**config.mk**
```make
export PLATFORM = sky130hd
export DESIGN_NAME = mimo_rr_scheduler
export DESIGN_NICKNAME = d
export VERILOG_FILES = /design/src/rtl/mimo_rr_scheduler.sv
export SDC_FILE = /design/constraint.sdc
export NUM_CORES = 1
export LEC_CHECK = 0
export BUFFER_PORTS_ARGS = -buffer_cell sky130_fd_sc_hd__buf_4
export CAP_MARGIN = 20
export CORE_ASPECT_RATIO = 0.9
export CORE_MARGIN = 3
export CORE_UTILIZATION = 46
export CTS_CLUSTER_DIAMETER = 50
export DETAILED_ROUTE_END_ITERATION = 8
export PLACE_DENSITY = 0.79
export SLEW_MARGIN = 10
export SYNTH_ARGS = -nofsm -noshare
export SYNTH_HDL_FRONTEND = slang
export SYNTH_SLANG_ARGS = --single-unit
```
**constraint.sdc**
```tcl
create_clock -name i_clock -period 4.1 [get_ports i_clock]
set_input_delay 0.41 -clock i_clock [delete_from_list [all_inputs] [get_ports i_clock]]
set_output_delay 0.41 -clock i_clock [all_outputs]
set_load 0.1 [all_outputs]
```
**src/rtl/mimo_rr_scheduler.sv**
```systemverilog
// mimo_rr_scheduler: drains eight buffered write streams onto one shared memory
// write bus using bounded-burst round-robin (at most MAX_BURST back-to-back grants
// per stream while others wait). Output stage is registered, latency 1 from grant.
// Optional statistics outputs are compiled in with `define MIMO_RR_SCHEDULER_STATS_EN.
module mimo_rr_scheduler #(
    parameter int unsigned WIDTH     = 16,
    parameter int unsigned MAX_BURST = 4
) (
    input  logic                   i_clock,
    input  logic                   i_reset,
    input  logic                   i_enable,
    input  logic [8*(WIDTH+3)-1:0] i_stream_data,
    input  logic [7:0]             i_stream_valid,
    output logic [7:0]             o_stream_ready,
    output logic [WIDTH-1:0]       o_data,
    output logic [7:0]             o_valid,
    output logic [2:0]             o_src,
    output logic                   o_busy
`ifdef MIMO_RR_SCHEDULER_STATS_EN
    ,
    output logic [31:0]            o_grant_count,
    output logic [7:0]             o_starve_max
`endif
);

    localparam int unsigned SW         = WIDTH + 3;
    localparam logic [0:0]  ST_IDLE    = 1'b0;
    localparam logic [0:0]  ST_HOLD    = 1'b1;
    localparam logic [7:0]  BURST_LAST = 8'(MAX_BURST);

    logic [0:0]    state_q, state_d;
    logic [2:0]    ptr_q, ptr_d;
    logic [2:0]    owner_q, owner_d;
    logic [7:0]    cnt_q, cnt_d;
    logic          grant;
    logic [2:0]    grant_idx;
    logic [7:0]    grant_vec;
    logic [3:0]    hit_ptr, hit_next;
    logic [SW-1:0] streams [8];
    logic [SW-1:0] sel;

    // {found, index} of the first valid stream at or after start, wrapping mod 8.
    function automatic logic [3:0] search(input logic [7:0] valid, input logic [2:0] start);
        logic [3:0] res;
        logic [2:0] idx;
        res = 4'b0;
        // Walk backwards so the smallest offset from start is the last to win.
        for (int i = 7; i >= 0; i--) begin
            idx = start + 3'(i);
            if (valid[idx]) res = {1'b1, idx};
        end
        return res;
    endfunction

    // Unpack the flat stream bus and pick the granted stream.
    always_comb begin
        for (int k = 0; k < 8; k++) begin
            streams[k] = i_stream_data[k*SW +: SW];
        end
        sel = streams[grant_idx];
    end

    // Arbitration: next-state and the single combinational grant.
    always_comb begin
        state_d   = state_q;
        ptr_d     = ptr_q;
        owner_d   = owner_q;
        cnt_d     = cnt_q;
        grant     = 1'b0;
        grant_idx = 3'd0;
        hit_ptr   = search(i_stream_valid, ptr_q);
        hit_next  = search(i_stream_valid, owner_q + 3'd1);
        if (i_enable) begin
            case (state_q)
                ST_IDLE: begin
                    if (hit_ptr[3]) begin
                        grant     = 1'b1;
                        grant_idx = hit_ptr[2:0];
                        owner_d   = hit_ptr[2:0];
                        cnt_d     = 8'd1;
                        if (MAX_BURST == 1) ptr_d = hit_ptr[2:0] + 3'd1;
                        else                state_d = ST_HOLD;
                    end
                end
                default: begin
                    if (i_stream_valid[owner_q]) begin
                        grant     = 1'b1;
                        grant_idx = owner_q;
                        cnt_d     = cnt_q + 8'd1;
                        if (cnt_d == BURST_LAST) begin
                            ptr_d   = owner_q + 3'd1;
                            state_d = ST_IDLE;
                        end
                    end else begin
                        // Owner ran dry: hand over in the same cycle, no bubble.
                        ptr_d = owner_q + 3'd1;
                        if (hit_next[3]) begin
                            grant     = 1'b1;
                            grant_idx = hit_next[2:0];
                            owner_d   = hit_next[2:0];
                            cnt_d     = 8'd1;
                        end else begin
                            state_d = ST_IDLE;
                        end
                    end
                end
            endcase
        end
        grant_vec = grant ? (8'b1 << grant_idx) : 8'b0;
    end

    // Pop strobe is suppressed while reset is held.
    always_comb begin
        o_stream_ready = i_reset ? 8'b0 : grant_vec;
    end

    // Scheduler state and registered write-bus outputs.
    always_ff @(posedge i_clock or posedge i_reset) begin
        if (i_reset) begin
            state_q <= ST_IDLE;
            ptr_q   <= 3'd0;
            owner_q <= 3'd0;
            cnt_q   <= 8'd0;
            o_data  <= '0;
            o_valid <= 8'b0;
            o_src   <= 3'd0;
            o_busy  <= 1'b0;
        end else begin
            state_q <= state_d;
            ptr_q   <= ptr_d;
            owner_q <= owner_d;
            cnt_q   <= cnt_d;
            o_busy  <= (state_d == ST_HOLD);
            if (grant) begin
                o_data  <= sel[WIDTH-1:0];
                o_valid <= 8'b1 << sel[SW-1:WIDTH];
                o_src   <= grant_idx;
            end else begin
                o_data  <= '0;
                o_valid <= 8'b0;
            end
        end
    end

`ifdef MIMO_RR_SCHEDULER_STATS_EN
    logic [7:0]  wait_q [8];
    logic [7:0]  wait_d [8];
    logic [7:0]  starve_d;
    logic [31:0] grant_count_q;
    logic [7:0]  starve_max_q;

    // Per-stream wait run lengths (frozen while disabled) and their running maximum.
    always_comb begin
        starve_d = starve_max_q;
        for (int k = 0; k < 8; k++) begin
            wait_d[k] = wait_q[k];
            if (i_enable) begin
                if (i_stream_valid[k] && !grant_vec[k]) begin
                    wait_d[k] = (wait_q[k] == 8'hFF) ? 8'hFF : wait_q[k] + 8'd1;
                end else begin
                    wait_d[k] = 8'd0;
                end
            end
            if (wait_d[k] > starve_d) starve_d = wait_d[k];
        end
    end

    // Saturating grant counter and starvation statistics.
    always_ff @(posedge i_clock or posedge i_reset) begin
        if (i_reset) begin
            grant_count_q <= 32'd0;
            starve_max_q  <= 8'd0;
            for (int k = 0; k < 8; k++) wait_q[k] <= 8'd0;
        end else begin
            if (grant && grant_count_q != 32'hFFFF_FFFF) grant_count_q <= grant_count_q + 32'd1;
            starve_max_q <= starve_d;
            for (int k = 0; k < 8; k++) wait_q[k] <= wait_d[k];
        end
    end

    assign o_grant_count = grant_count_q;
    assign o_starve_max  = starve_max_q;
`endif

endmodule

```
==> impl_metrics.yaml <==
run_status:
  run_status: "finished, final reports clean"
placement:
  placement.io_buffers: 198
  pre_cts_ws_ns: 0.06226
  dp_hpwl_um: 15530
  placer_congestion_estimate: 0.9625
floorplanning:
  dieHeight_um: 107.7
  start_util_pct: 47.90
  chip_width_um: 119
  core_mm2: 0.01104
  core.rowCount: 36
  num_io_pins: 199
  fp.dieArea_mm2: 0.01282
yosys:
  netlist_area_pre_place_mm2: 0.005286
  post_syn_nets: 826
  synthCells: 658
  most_used_dff_post_synth: "dfrtp_1"
  synth_mux_area_share_pct: 19.20
  synthDominantAreaCellType: "dfrtp_1"
  async_set_or_reset_flop_fraction_in_the_synthesized_netlist_pct: 100.0
  yosysWarnings: 0
  dominant_combinational_cell_family_by_area_after_synthesis: "compound AO/OA/AOI/OAI gates"
  synth_edf_count: 0
  synth-compound-area-share_pct: 27.88
  yosys.area_share.xor_xnor_pct: 3.124
  synth_seq_cells: 42
  ys_seq_area_share_pct: 19.88
  yosys.area_share.simple_pct: 21.87
  post_synth_fa_ha_maj_area_fraction_pct: 1.183
  synth.avg_cell_area_um2: 8.034
  yosys.cell_types.count: 80
  yosys-top-cells-area: "dfrtp_1, mux4_2, nand2_1, o21ai_0, nor2_1"
  yosysTopAreaCellShare_pct: 19.88
worst_setup_path:
  worst-r2r-setup-slack_ns: 0.12
  end_kind: "primary output"
  crit_path_max_fanout: 7
  crit_type: "flop to primary output"
  worst_ep_arrival_time_ns: 3.59
  required_ns: 3.69
  category_of_the_worst_setup_path_launch_point: "flop"
min_path:
  hold_path.class: "input port to async pin"
finish:
  final_net_count: 1012
  final_cell_mix: "buf_4, nand2_1, nor2_1, o21ai_0, dfrtp_1"
  layout.cells.most_common: "buf_4"
  synthesis_to_finish_area_growth_pct: 41.89
  drive_above_1_share_pct: 41.23
  fillCellCount: 904
  antennaDiodeCount: 0
clock_tree:
  clk_path_buf_depth: 2
  cts_num_sinks: 42
  clkTransAtPathRegs_ns: 0.07
  clock_tree.root_cell: "clkbuf_16"
  worstSkewPairLatency_ns: 0.29
  tritoncts.num_buffers: 5
  htree_levels: 2
  cts_tree: "built"
sta:
  max_freq_mhz: 249.8
  worst_clock_skew_ns: 0.007544
  finalSetupViolations: 0
  shortest_clock_period_the_worst_path_allows_after_layout_ns: 4.004
  postLayoutSetupSlackWorst_ns: 0.09641
  slew_viol_final: 0
  max-slew-margin-rel_pct: 44.91
  fin_crit_share_pct: 97.65
  worst_margin_slew_ns: 0.8255
  final_hold_viol_count: 0
flow_run:
  cap_violations: 0
grt:
  first_global_vias: 5696
  maximum_number_of_pins_on_one_net_before_global_route_repair: 43
  antenna_found_initial: 0
  grt_first_pass_wirelength_um: 30950
  grt-ovfl-total: 0
  globalRouteTotalUtil_pct: 29.82
routing:
  drt-total-wl_um: 20500
  drt.antenna.violating_nets: 0
  detail_route.wl_per_cell_um: 20.58
  route.vias.total: 6254
  drt-vias-per-instance: 6.279
  iter_0_drt_violations: 728
  detail_route.drc_violations: 0
  drt-pass1-iter-count: 5
==> final timing paths <==
check	startpoint	endpoint	cells past startpoint
worst max-delay path	owner_q[0]$_DFFE_PP0P_	o_stream_ready[0]	12
worst min-delay path	i_reset	o_valid[1]$_DFF_PP0_	3
worst max register to register	owner_q[0]$_DFFE_PP0P_	o_valid[0]$_DFF_PP0_	13
worst min register to register	o_src[0]$_DFFE_PP0P_	o_src[0]$_DFFE_PP0P_	2
max in group asynchronous	i_reset	owner_q[1]$_DFFE_PP0P_	3
min in group i_clock	i_stream_data[89]	o_data[13]$_DFF_PP0_	3
==> cells in the mapped netlist, types with 4 or more instances <==
master and instances:
inv_1 18, dfrtp_1 42, buf_4 4, o22ai_1 16, buf_2 11, nor2_1 71, o221ai_1 23, nor3_1 25
mux4_2 28, a211o_1 4, o2111ai_1 4, a21oi_1 21, o31ai_1 4, a22oi_1 5, nand3_1 19, nand4_1 8
a211oi_1 9, mux2_2 6, ha_1 5, o21ai_0 59, xnor2_1 7, o211ai_1 7, nand2_1 82, nand2b_1 5
mux2_4 4, clkbuf_1 38, and2_1 4, and3_1 6, a31oi_1 22, mux2i_1 22, buf_6 5
==> logic make-up (layout without fill, tap and decap cells) <==
group           count (synthesis)  in the layout
fa+ha+maj                       5              5
simple gates                  244            244
buf+inv                        79            265
mux                            62             62
compound gates                212            212
xor+xnor                       14             14
flops                          42             42
==> sequential cells by signal (all words and copies together), names as in the netlist <==
name,cells
cnt_q,8
o_data,16
o_src,3
o_valid,8
owner_q,3
ptr_q,3
state_q,1
==> worst max-delay path, cell delays in order, from the launching register on <==
cell and delay (ns):
dfrtp_2 0.43, inv_6 0.06, ha_4 0.31, mux4_2 0.56, mux2_4 0.35, a211oi_2 0.25, o311a_4 0.24, nor4_4 0.05
buf_4 0.16, a21oi_4 0.23, a21oi_4 0.16, nor3_4 0.24, buf_6 0.24
==> metrics by stage <==
| stage | instances | instance area [um2] | hold WS [ns] | setup TNS (ns) | utilization (%) |
|---|---|---|---|---|---|
| after floorplan | 658 | 5510 | 0.4677 | -0.7943 | - |
| after CTS | 991 | 7348 | 0.3840 | 0 | 66.59 |
| after detailed placement | 979 | 7093 | 0.4877 | 0 | 64.27 |
| after global placement | 979 | 7093 | 0.4808 | 0 | 64.27 |
| final | 996 | 7501 | 0.3704 | 0 | 67.97 |
| after global routing | 996 | 7501 | 0.4198 | -0.08099 | 67.97 |
==> cell type report <==
class	instances	area, um2	area share (%)
well taps	152	190.2	2.535
clock buffers	5	125.1	1.668
clock inverters	2	10.01	0.1334
repair buffers	238	1889	25.19
multi-input cells	537	4151	55.35
inverters	20	80.08	1.068
flip-flops and latches	42	1055	14.06
==> per-layer routing <==
layer | GRT usage (%) | part of all wire [%]
met5 | 0 | 0
met1 | 43.38 | 41
met3 | 3.889 | 8.8
met2 | 47.80 | 48
met4 | 5.707 | 1.6
==> timing repair <==
| item | 4_1_cts | 5_1_grt |
|---|---|---|
| hold buffers | 0 | 0 |
| resized for setup | 20 | 27 |
| cloned | 0 | 0 |
| setup endpoints to repair | 8 | 12 |
| setup buffers | 5 | 5 |
| pin swaps | 2 | 5 |
Power is not shown: default switching activity piles up to over one toggle a cycle in this logic, so the estimate is an artifact.
